[src/rtl/mux_sel_pipe_pkg.sv]
// Shared types for the select-and-buffer stage.
// Source tags, occupancy states and the buffered entry layout.
package mux_sel_pipe_pkg;

  localparam logic [1:0] SRC_NONE = 2'b00;
  localparam logic [1:0] SRC_D1   = 2'b01;
  localparam logic [1:0] SRC_D2   = 2'b10;

  localparam int ENTRY_DATA_W = 16;

  typedef enum logic [1:0] {
    EMPTY = 2'd0,
    ONE   = 2'd1,
    TWO   = 2'd2
  } occ_t;

  typedef struct packed {
    logic [ENTRY_DATA_W-1:0] data;
    logic [1:0]              src;
  } entry_t;

endpackage

[src/rtl/mux_sel_pipe_skid.sv]
// Two-entry skid buffer: head register drives the output,
// skid register catches one beat while the head is stalled.
module mux_sel_pipe_skid
  import mux_sel_pipe_pkg::*;
#(
  parameter int W = 18
) (
  input  logic         clk,
  input  logic         rst,
  input  logic         in_valid,
  output logic         in_ready,
  input  logic [W-1:0] in_data,
  output logic         out_valid,
  input  logic         out_ready,
  output logic [W-1:0] out_data
);

  occ_t         state, state_nxt;
  logic [W-1:0] head, head_nxt;
  logic [W-1:0] skid, skid_nxt;
  logic         push, pop;

  assign in_ready  = (state != TWO);
  assign out_valid = (state != EMPTY);
  assign out_data  = head;

  assign push = in_valid && in_ready;
  assign pop  = out_valid && out_ready;

  always_ff @(posedge clk) begin
    if (rst) begin
      state <= EMPTY;
      head  <= '0;
      skid  <= '0;
    end else begin
      state <= state_nxt;
      head  <= head_nxt;
      skid  <= skid_nxt;
    end
  end

  always_comb begin
    state_nxt = state;
    head_nxt  = head;
    skid_nxt  = skid;
    unique case (state)
      EMPTY: begin
        if (push) begin
          head_nxt  = in_data;
          state_nxt = ONE;
        end
      end
      ONE: begin
        if (push && pop) begin
          head_nxt = in_data;
        end else if (push) begin
          skid_nxt  = in_data;
          state_nxt = TWO;
        end else if (pop) begin
          state_nxt = EMPTY;
        end
      end
      TWO: begin
        if (pop) begin
          head_nxt  = skid;
          state_nxt = ONE;
        end
      end
      default: state_nxt = EMPTY;
    endcase
  end

endmodule

[src/rtl/mux_sel_pipe.sv]
// Select-resolving consumer stage feeding a 2-entry skid buffer.
// Define MUX_SEL_PIPE_DROP_CNT_EN to build the saturating drop counter.
module mux_sel_pipe
  import mux_sel_pipe_pkg::*;
#(
  parameter int DATA_W = 16,
  parameter int CNT_W  = 8
) (
  input  logic              clk,
  input  logic              rst,
  input  logic              in_valid,
  output logic              in_ready,
  input  logic              in_sel1,
  input  logic              in_sel2,
  input  logic [DATA_W-1:0] in_data1,
  input  logic [DATA_W-1:0] in_data2,
  output logic              out_valid,
  input  logic              out_ready,
  output logic [DATA_W-1:0] out_data,
  output logic [1:0]        out_src,
  output logic [CNT_W-1:0]  drop_count
);

  logic [DATA_W-1:0] sel_data;
  logic [1:0]        sel_src;
  logic              hit;

  always_comb begin
    sel_data = '0;
    sel_src  = SRC_NONE;
    priority case (1'b1)
      in_sel1: begin
        sel_data = in_data1;
        sel_src  = SRC_D1;
      end
      in_sel2: begin
        sel_data = in_data2;
        sel_src  = SRC_D2;
      end
      default: ;
    endcase
  end

  assign hit = (sel_src != SRC_NONE);

  // no-select beats are consumed here and never reach the buffer
  mux_sel_pipe_skid #(
    .W(DATA_W + 2)
  ) u_skid (
    .clk      (clk),
    .rst      (rst),
    .in_valid (in_valid && hit),
    .in_ready (in_ready),
    .in_data  ({sel_data, sel_src}),
    .out_valid(out_valid),
    .out_ready(out_ready),
    .out_data ({out_data, out_src})
  );

`ifdef MUX_SEL_PIPE_DROP_CNT_EN
  logic [CNT_W-1:0] cnt;
  logic             drop;

  assign drop = in_valid && in_ready && !hit;

  always_ff @(posedge clk) begin
    if (rst) begin
      cnt <= '0;
    end else if (drop && (cnt != '1)) begin
      cnt <= cnt + CNT_W'(1);
    end
  end

  assign drop_count = cnt;
`else
  assign drop_count = '0;
`endif

endmodule

[config.mk]
export PLATFORM = sky130hd
export DESIGN_NAME = mux_sel_pipe
export DESIGN_NICKNAME = d
export VERILOG_FILES = /design/src/rtl/mux_sel_pipe_pkg.sv /design/src/rtl/mux_sel_pipe_skid.sv /design/src/rtl/mux_sel_pipe.sv
export SDC_FILE = /design/constraint.sdc
export NUM_CORES = 1
export LEC_CHECK = 0
export CAP_MARGIN = 20
export CELL_PAD_IN_SITES_DETAIL_PLACEMENT = 2
export CELL_PAD_IN_SITES_GLOBAL_PLACEMENT = 2
export CORE_MARGIN = 2
export CORE_UTILIZATION = 30
export DETAILED_ROUTE_END_ITERATION = 10
export GPL_ROUTABILITY_DRIVEN = 1
export MAX_ROUTING_LAYER = met4
export PLACE_DENSITY_LB_ADDON = 0.3
export SYNTH_ARGS = -nofsm -noshare
export SYNTH_HDL_FRONTEND = slang
export SYNTH_SLANG_ARGS = --single-unit
[constraint.sdc]
create_clock -name clk -period 3.1 [get_ports clk]
set_input_delay 0.465 -clock clk [delete_from_list [all_inputs] [get_ports clk]]
set_output_delay 0.465 -clock clk [all_outputs]
set_load 0.01 [all_outputs]
==> flow_summary.yaml <==
critical_path:
  slowest_stage: "dfxtp_1"
  critPathBufInv: 1
  cp_cell_sequence: "or2_1 > clkdlybuf4s50_1"
  r2r-start: "u_skid.state[1]"
  start_kind: "flop"
  r2r_end: "u_skid.out_data[9]"
  worstRegToRegCells: 4
  timing_worst_setup_path_type: "reg -> out"
  critPathTopFamily: "flip-flops"
  crit_fanout: 22
  worstPathArrival_ns: 1.80
  cp-end-kind: "output port"
  required_ns: 2.63
  r2r_slack_ns: 1.19
  cp_slowest_stage_delay_ns: 0.78
sta:
  final_max_slew_viol_count: 0
  slew-limit-headroom_pct: 52.85
  worst_pin_slew_ns: 0.7062
  timing_hold_violations_final: 0
  fin_crit_ns: 2.267
  fin_skew_ns: 0.004869
  final-setup-viol-count: 0
  fin_setup_tns_ns: 0
  rsz0062_at_grt: "no"
  fmax_mhz: 441.0
  fin_crit_sh_pct: 73.14
clock_network:
  cts.reportedPaths.clkPinSlew_ns: 0.08
  post_cts_resized: 0
  cts_setup_buffers: 0
  clockBufferDepth: 2
  cts_max_level: 2
  cts_buffers: 5
  cts_sinks: 38
  clk_latency_ns: 0.29
  cts_tree: "done"
  cts_hold_buf: 0
  root_buffer: "clkbuf_8"
routing:
  drc_errors: 0
  wire_per_inst_um: 17.42
  routed_via_density: 5.111
  routed_wl_um: 6602
  ant_nets: 0
  drtIter0Drc: 91
  drtPass1Iterations: 4
  num_vias: 1937
finish:
  nets: 317
  drive_gt1_share_pct: 12.50
  multiInputGateArea_um2: 1256
  area_growth_pct: 30.81
  utilization_pct: 40.13
  seq_area_um2: 760.7
  diodes: 0
  fin_area_um2: 2895
  n_fill_cell: 804
hold_path:
  min_path_type: "reg -> reg"
  hp-start: "u_skid.out_data[16]"
  timing.hold.worst_path_depth: 2
  hold_path_end: "u_skid.out_data[16]"
die:
  core_um2: 7214
  rows: 31
  io-pin-count: 66
  die_h_um: 89.90
  die-area_um2: 8081
  die_x_um: 89.90
  initial_core_util_pct: 30.68
power:
  irDropWorstVdd_v: 0.0001437
  p_leak_nw: 1.025
  fin_total_pwr_mw: 1.172
  power-per-cell-area_nw_per_um2: 404.7
grt:
  grt_pass1_vias: 2119
  antenna_found_initial: 0
  gr-total-overflow: 0
  track_usage_pct: 17.39
  grt_max_degree: 35
  grt_pass1_wl_um: 11130
run:
  drv_cap: 0
placement:
  gp_congestion: 0.7841
  post_dp_cell_area_um2: 2804
  portBuffers: 57
  dp_hpwl_um: 4510
synth:
  async_flop_share_pct: 0
  seq_area_frac_synth_pct: 34.37
  synth.avg_cell_area_um2: 9.665
  yosys_register_bits: 38
  yosys_warnings: 0
  synth_cell_types: 34
  synthCells: 229
  yosys_most_used_dff: "dfxtp_1"
  synth_area_um2: 2213
  synth-edff-count: 0
run_status:
  status: "finished, final reports clean"
==> power by group <==
| group | total, mW | leakage [nW] | internal (mW) | switching [mW] |
|---|---|---|---|---|
| registers | 0.531 | 0.310 | 0.515 | 0.0157 |
| logic | 0.275 | 0.667 | 0.143 | 0.132 |
| clock network | 0.366 | 0.0482 | 0.180 | 0.186 |
==> layout make-up <==
cell class                 count  area share [%]
multi-input combinational    163           43.39
sequential                    38           26.27
timing repair buffer          69           22.64
tap                           99           4.278
clock buffer                   7           2.982
inverter                       2          0.2593
clock inverter                 1          0.1729
==> cell families after synthesis <==
logic type,synth area share [%]
mux,9.101
simple gates,21.20
buf+inv,10.06
compound gates,25.10
other cells,0.1694
flops,34.37
==> Yosys cell counts (2+ instances only) <==
cell type / number / area share [%]
a211oi_1: 3 / 1.0
nand2_1: 16 / 2.7
buf_4: 8 / 2.7
nor3b_1: 16 / 5.4
a21oi_1: 18 / 4.1
buf_6: 4 / 2.0
a311oi_1: 9 / 3.6
buf_2: 12 / 2.7
mux2i_1: 19 / 8.6
a311o_1: 16 / 7.2
clkbuf_1: 7 / 1.2
nand3_1: 2 / 0.45
a311oi_2: 9 / 6.1
nand3b_1: 16 / 5.4
nand2b_1: 18 / 5.1
dfxtp_1: 38 / 34
==> registers in the layout (all words and copies together), names as in the netlist <==
signal,count
u_skid.out_data,18
u_skid.skid,18
u_skid.state,2
==> worst max path at each step <==
stage	end	slack, ns	from	cells after the start
after floorplan	u_skid.out_data[10]	1.51	in_sel2	6
after global placement	u_skid.out_data[8]	0.84	out_ready	5
after detailed placement	u_skid.skid[13]	0.78	in_sel1	6
after CTS	out_valid	0.81	u_skid.state[1]	2
final	out_valid	0.83	u_skid.state[1]	2
after global routing	out_valid	0.75	u_skid.state[1]	2
==> cell usage in the layout, fill, tap and decap left out, types with 2 or more instances in the layout <==
cell / n
clkbuf_8: 6
nand2b_1: 18
nand3b_1: 16
buf_4: 12
mux2i_1: 19
clkdlybuf4s50_1: 56
a311oi_1: 9
a311o_1: 16
a311oi_2: 9
nor3b_1: 16
dfxtp_1: 38
a211oi_1: 3
nand2_1: 16
conb_1: 8
a21oi_1: 18
nand3_1: 2
==> worst reg2reg max path, cell delays in order (launching register included) <==
cell and delay [ns]:
dfxtp_1 0.78, inv_2 0.19, a31oi_4 0.32, buf_4 0.32
mux2i_1 0.22
==> stage by stage <==
stage,std cells,worst slack (ns),hold WS (ns)
floorplan,236,1.507,0.4926
global placement,371,0.8394,0.4619
detailed placement,371,0.7841,0.4720
CTS,379,0.8071,0.4858
global route,379,0.7480,0.5199
finish,379,0.8325,0.4779
==> routing by layer <==
layer  track usage, %  share of wire (%)  up-vias
met5                -                  0        -
met4            4.615                1.2        0
met3            2.850                2.9        7
met2            29.48                 49       35
met1            21.62                 46      956
li1                 -                  -      939
Note: power is estimated with default switching activity, not from simulation.
